--- src/rtl/mc_ctrl_if.sv ---
// mc_ctrl_if: instruction-port and data-port request/acknowledge handshakes
interface mc_ctrl_if;
    logic inst_req;
    logic inst_ack;
    logic mem_req;
    logic mem_we;
    logic mem_ack;

    modport master (output inst_req, mem_req, mem_we, input inst_ack, mem_ack);
    modport slave  (input inst_req, mem_req, mem_we, output inst_ack, mem_ack);
endinterface

--- src/rtl/mc_ctrl.sv ---
// mc_ctrl: multi-cycle IF/ID/EX/MEM/WB control FSM for the RV32I core
module mc_ctrl #(
    parameter int INSTRET_W = 32
) (
    input  logic                 clk,
    input  logic                 rst_n,
    mc_ctrl_if.master            bus,
    input  logic [6:0]           opcode,
    input  logic                 br_taken,
    output logic                 ir_we,
    output logic                 pc_we,
    output logic [1:0]           pc_src,
    output logic                 rf_we,
    output logic [1:0]           wb_sel,
    output logic                 trap,
    output logic [INSTRET_W-1:0] instret
);
    typedef enum logic [2:0] {S_IF, S_ID, S_EX, S_MEM, S_WB, S_TRAP} state_t;
    typedef enum logic [2:0] {C_NONE, C_ALU, C_JAL, C_JALR, C_BR, C_LD, C_ST, C_ILL} cls_t;

    state_t state;
    cls_t   op_class;
    cls_t   dec_class;
    logic   retire;

    // classify the opcode currently held in IR
    always_comb begin
        dec_class = C_ILL;
        case (opcode)
            7'b0110111, 7'b0010111, 7'b0110011, 7'b0010011: dec_class = C_ALU;
            7'b1101111: dec_class = C_JAL;
            7'b1100111: dec_class = C_JALR;
            7'b1100011: dec_class = C_BR;
            7'b0000011: dec_class = C_LD;
            7'b0100011: dec_class = C_ST;
            default:    dec_class = C_ILL;
        endcase
    end

    // the fetch request is gated by rst_n so it drops the moment reset asserts
    assign bus.inst_req = rst_n && state == S_IF;
    assign bus.mem_req  = state == S_MEM;
    assign bus.mem_we   = state == S_MEM && op_class == C_ST;
    assign ir_we        = rst_n && state == S_IF && bus.inst_ack;
    assign retire       = (state == S_EX && op_class == C_BR) ||
                          (state == S_MEM && op_class == C_ST && bus.mem_ack) ||
                          state == S_WB;
    assign pc_we        = retire;
    assign rf_we        = state == S_WB;
    assign trap         = state == S_TRAP;

    // PC source and writeback source selection
    always_comb begin
        pc_src = ((state == S_EX && op_class == C_BR && br_taken) ||
                  (state == S_WB && op_class == C_JAL)) ? 2'd1 :
                 (state == S_WB && op_class == C_JALR) ? 2'd2 : 2'd0;
        wb_sel = state != S_WB ? 2'd0 :
                 op_class == C_LD ? 2'd1 :
                 (op_class == C_JAL || op_class == C_JALR) ? 2'd2 : 2'd0;
    end

    // state sequencing, op_class latch and retired-instruction count
    always_ff @(posedge clk or negedge rst_n) begin
        if (!rst_n) begin
            state    <= S_IF;
            op_class <= C_NONE;
            instret  <= '0;
        end else begin
            case (state)
                S_IF:  if (bus.inst_ack) state <= S_ID;
                S_ID: begin
                    op_class <= dec_class;
                    state    <= dec_class == C_ILL ? S_TRAP : S_EX;
                end
                S_EX:  state <= op_class == C_BR ? S_IF :
                                (op_class == C_LD || op_class == C_ST) ? S_MEM : S_WB;
                S_MEM: if (bus.mem_ack) state <= op_class == C_LD ? S_WB : S_IF;
                S_WB:  state <= S_IF;
                S_TRAP: state <= S_TRAP;
                default: state <= S_IF;
            endcase
            if (retire) instret <= instret + INSTRET_W'(1);
        end
    end
endmodule

--- src/flat_wrapper.sv ---
// flat-port wrapper written by rule: the top's interface ports become plain ports
module mc_ctrl_flat 
#(
    parameter int INSTRET_W = 32
)
  (clk, rst_n, opcode, br_taken, ir_we, pc_we, pc_src, rf_we, wb_sel, trap, instret, bus_inst_req, bus_mem_req, bus_mem_we, bus_inst_ack, bus_mem_ack);
  mc_ctrl_if bus_i ();
  input  logic clk;
  input  logic rst_n;
  input  logic [6:0] opcode;
  input  logic br_taken;
  output logic ir_we;
  output logic pc_we;
  output logic [1:0] pc_src;
  output logic rf_we;
  output logic [1:0] wb_sel;
  output logic trap;
  output logic [INSTRET_W-1:0] instret;
  output wire logic [$bits(bus_i.inst_req)-1:0] bus_inst_req;
  output wire logic [$bits(bus_i.mem_req)-1:0] bus_mem_req;
  output wire logic [$bits(bus_i.mem_we)-1:0] bus_mem_we;
  input wire logic [$bits(bus_i.inst_ack)-1:0] bus_inst_ack;
  input wire logic [$bits(bus_i.mem_ack)-1:0] bus_mem_ack;
  assign bus_inst_req = bus_i.inst_req;
  assign bus_mem_req = bus_i.mem_req;
  assign bus_mem_we = bus_i.mem_we;
  assign bus_i.inst_ack = bus_inst_ack;
  assign bus_i.mem_ack = bus_mem_ack;
  mc_ctrl #(.INSTRET_W(INSTRET_W)) u_core (.clk(clk), .rst_n(rst_n), .bus(bus_i), .opcode(opcode), .br_taken(br_taken), .ir_we(ir_we), .pc_we(pc_we), .pc_src(pc_src), .rf_we(rf_we), .wb_sel(wb_sel), .trap(trap), .instret(instret));
endmodule
--- config.mk ---
export PLATFORM = sky130hd
export DESIGN_NAME = mc_ctrl_flat
export DESIGN_NICKNAME = d
export VERILOG_FILES = /design/src/rtl/mc_ctrl_if.sv /design/src/rtl/mc_ctrl.sv /design/src/flat_wrapper.sv
export SDC_FILE = /design/constraint.sdc
export NUM_CORES = 1
export LEC_CHECK = 0
export ABC_AREA = 1
export CORE_UTILIZATION = 50
export CTS_CLUSTER_DIAMETER = 80
export DETAILED_ROUTE_END_ITERATION = 6
export DONT_BUFFER_PORTS = 1
export MAX_ROUTING_LAYER = met4
export SYNTH_ARGS = -nofsm -noshare
export SYNTH_HDL_FRONTEND = slang
export SYNTH_SLANG_ARGS = --single-unit
--- constraint.sdc ---
create_clock -name clk -period 2.1 [get_ports clk]
set_input_delay 0.315 -clock clk [delete_from_list [all_inputs] [get_ports clk]]
set_output_delay 0.315 -clock clk [all_outputs]
set_load 0.1 [all_outputs]
==> impl_metrics.py <==
metrics = {
    "critical_path": {
        "crit_fanout": 4,
        "cp.required_ps": 1780,
        "cp-start-kind": "register",
        "cp.arrival_ps": 1670,
        "cp-end-kind": "output port",
        "worstSetupPathType": "reg2out",
    },
    "routing": {
        "m1WireLength_mm": 3.372,
        "ant_nets": 0,
        "postRouteWirelength_mm": 7.027,
        "drt_iter0_markers": 202,
        "routed.top_layer": "met4",
        "dr_wl_met2_mm": 3.105,
        "dr_wl_met3_um": 432,
        "firstDrtPassIters": 4,
        "wl_per_cell_um": 12.99,
        "drc": 0,
        "routed_via_density": 5.079,
        "vias": 2748,
    },
    "floorplanning": {
        "die_h_um": 75.21,
        "start_util_pct": 52.14,
        "core_um2": 5140,
        "die_area_um2": 5657,
        "pin_count": 55,
        "row_count": 26,
        "die_w_um": 75.21,
    },
    "synthesis": {
        "synth_top_family_by_area": "simple AND/OR/NAND/NOR gates",
        "synth_compound_area_share_pct": 3.315,
        "synth_xor_area_share_pct": 3.221,
        "synth_top_area_share_pct": 35.48,
        "synth-seq-area-share_pct": 35.48,
        "synth_simple_gate_area_share_pct": 48.88,
        "synth_nets": 434,
        "synthTopCellsByArea": "dfrtp_1 35%, nand2_1 26%, nor2_1 9.5%",
        "yosys_warnings": 0,
        "ys_types": 31,
        "synth_seq_cells": 38,
        "syn_avg_cell_area_um2": 6.366,
        "muxShareOfSynthArea_pct": 0,
        "synth-adder-area-share_pct": 0.4669,
        "synthCells": 421,
        "synth_top_cell_by_area": "dfrtp_1",
        "syn_area_um2": 2680,
    },
    "timing": {
        "setup_ws_ps": 117.2,
        "setup_violations": 0,
        "setup-tns-final_ps": 0,
        "fin_skew_ps": 7.346,
        "period_minus_slack_ps": 1983,
        "fmax_ghz": 0.5043,
        "final_hold_viol_count": 0,
        "finalMaxSlewViolations": 0,
        "tightestPinTransition_ps": 473.2,
        "post-route-period-util_pct": 94.42,
        "holdWs_ps": 205.4,
        "relSlewSlack_pct": 68.34,
    },
    "cts": {
        "path_clk_slew_ps": 70,
        "cts_setup_buffers": 0,
        "cts_tree": "done",
        "cts_max_level": 2,
        "clk_latency_ps": 300,
        "clock-root-buffer": "clkbuf_8",
        "cts_buffers": 5,
        "cts.sinks": 38,
        "cts_buffer_depth": 2,
    },
    "cells_and_area": {
        "fin_cells": 541,
        "antenna_cells": 0,
        "syn_to_final_growth_pct": 24.51,
        "fillCellCount": 493,
        "layout-drive-gt1-share_pct": 17.62,
        "fin_area_um2": 3337,
        "nNetsFinal": 483,
    },
    "placement": {
        "pre_cts_slack_ps": 311.8,
        "dpl.cell_count": 530,
        "dp_hpwl_mm": 5.210,
        "place.gp.congestion": 0.9023,
        "place_area_um2": 3181,
        "place.port_buffers": 0,
    },
    "run_status": {
        "status": "completed",
    },
    "worst_hold_path": {
        "hold_class": "in2reg",
    },
    "global_route": {
        "grt_max_degree": 39,
        "antenna_found_initial": 0,
        "grt_pass1_wl_mm": 10.95,
        "grt_pass1_vias": 2397,
        "overflow": 0,
        "grt_usage_pct": 26.81,
    },
    "power_and_ir_drop": {
        "p_leak_uw": 0.001583,
        "powerDensity_nw_per_um2": 956.3,
        "peakVddDrop_v": 0.0008944,
    },
    "flow_run": {
        "max-cap-violations": 0,
    },
}
-- worst max-delay path, stage by stage, from the launching register on --
cell and delay (ps):
dfrtp_1 450, inv_2 140, nand3_2 110, nor2_2 200
nand2_1 120, a21oi_4 180, buf_12 190
-- metal layers --
metal	track usage, %	vias up
met4	8.642	0
met2	41.34	81
met1	36.58	1258
li1	-	1398
met5	-	-
met3	3.481	11
-- kinds of logic after synthesis --
kind of cell,Yosys count
fa+ha+maj,1
compound gates,17
flops,38
buf+inv,50
simple gates,306
xor+xnor,9
-- synth_stat cells --
master	count
nand3b_4	1
xnor2_1	2
nor3_2	1
buf_6	4
nand3b_1	4
o21ai_1	6
nor3_4	1
inv_1	43
nor2_2	1
nand3_2	1
nand2_2	1
xor2_1	6
a21oi_1	7
nand4_1	5
nand2_1	186
nor2_1	68
nor2_4	3
nor3b_1	1
nand2_8	1
and2_1	1
o21ai_0	3
dfrtp_1	38
ha_1	1
inv_4	1
nand3_1	28
inv_2	1
o21ai_2	1
nor3_1	2
buf_8	1
xor2_2	1
or2_4	1
-- what timing repair did --
item,4_1_cts,5_1_grt
hold endpoints to repair,38,0
gates resized for setup,0,1
hold buffers,2,0
endpoints found under the setup margin,0,1
-- power by group --
group | internal (uW) | switching (uW)
clock | 332 | 269
sequential | 829 | 118
combinational | 393 | 1250
-- stage by stage --
stage / util, % / power, uW
floorplan: - / 2298
global placement: 61.88 / 2527
detailed placement: 61.88 / 2546
CTS: 64.61 / 3171
global route: 64.92 / 3365
finish: 64.92 / 3191
-- layout make-up --
class	instances	area, um^2	share of cell area, %
multi-input combinational	334	1574	47.17
clock buffer	8	110.1	3.300
timing repair buffer	46	435.4	13.05
tap	70	87.58	2.625
inverter	45	175.2	5.249
sequential	38	954.7	28.61
-- layout by cell type (no fill, tap or decap) --
cell / n
nor3_1: 2
clkbuf_8: 8
inv_4: 1
and2_1: 1
nor2_2: 2
inv_2: 3
clkinvlp_4: 1
nand3b_1: 4
nand2_2: 1
ha_1: 1
nor2_4: 6
a21oi_4: 1
or2_4: 1
nand3_1: 26
nor3_2: 1
buf_12: 7
dfrtp_1: 35
xnor2_1: 2
nor3b_4: 1
dlygate4sd3_1: 1
nand3b_4: 1
nand2_4: 1
o21ai_2: 1
buf_4: 38
nand2_1: 186
a21oi_1: 6
nand2_8: 1
dfrtp_2: 3
nor3_4: 1
xor2_1: 6
nand3_4: 1
nor2_1: 64
nand4_1: 5
o21ai_0: 3
nand3_2: 2
xor2_2: 1
inv_1: 40
o21ai_1: 6
-- final timing paths --
kind / startpoint / to / slack [ps] / cells after the start
max in group asynchronous: rst_n / u_core.state[1] / 1380 / 2
worst max-delay path: u_core.state[0] / pc_src[0] / 120 / 6
min in group asynchronous: rst_n / u_core.instret[27] / 510 / 2
worst min-delay path: bus_inst_ack / u_core.state[2] / 210 / 2
worst max register to register: u_core.instret[0] / u_core.instret[27] / 390 / 8
worst min register to register: u_core.instret[9] / u_core.instret[9] / 570 / 2
-- registers in the layout, summed over array words and instances, names as in the netlist --
signal,flops
u_core.instret,32
u_core.op_class,3
u_core.state,3
(Power assumes the default switching activity.)
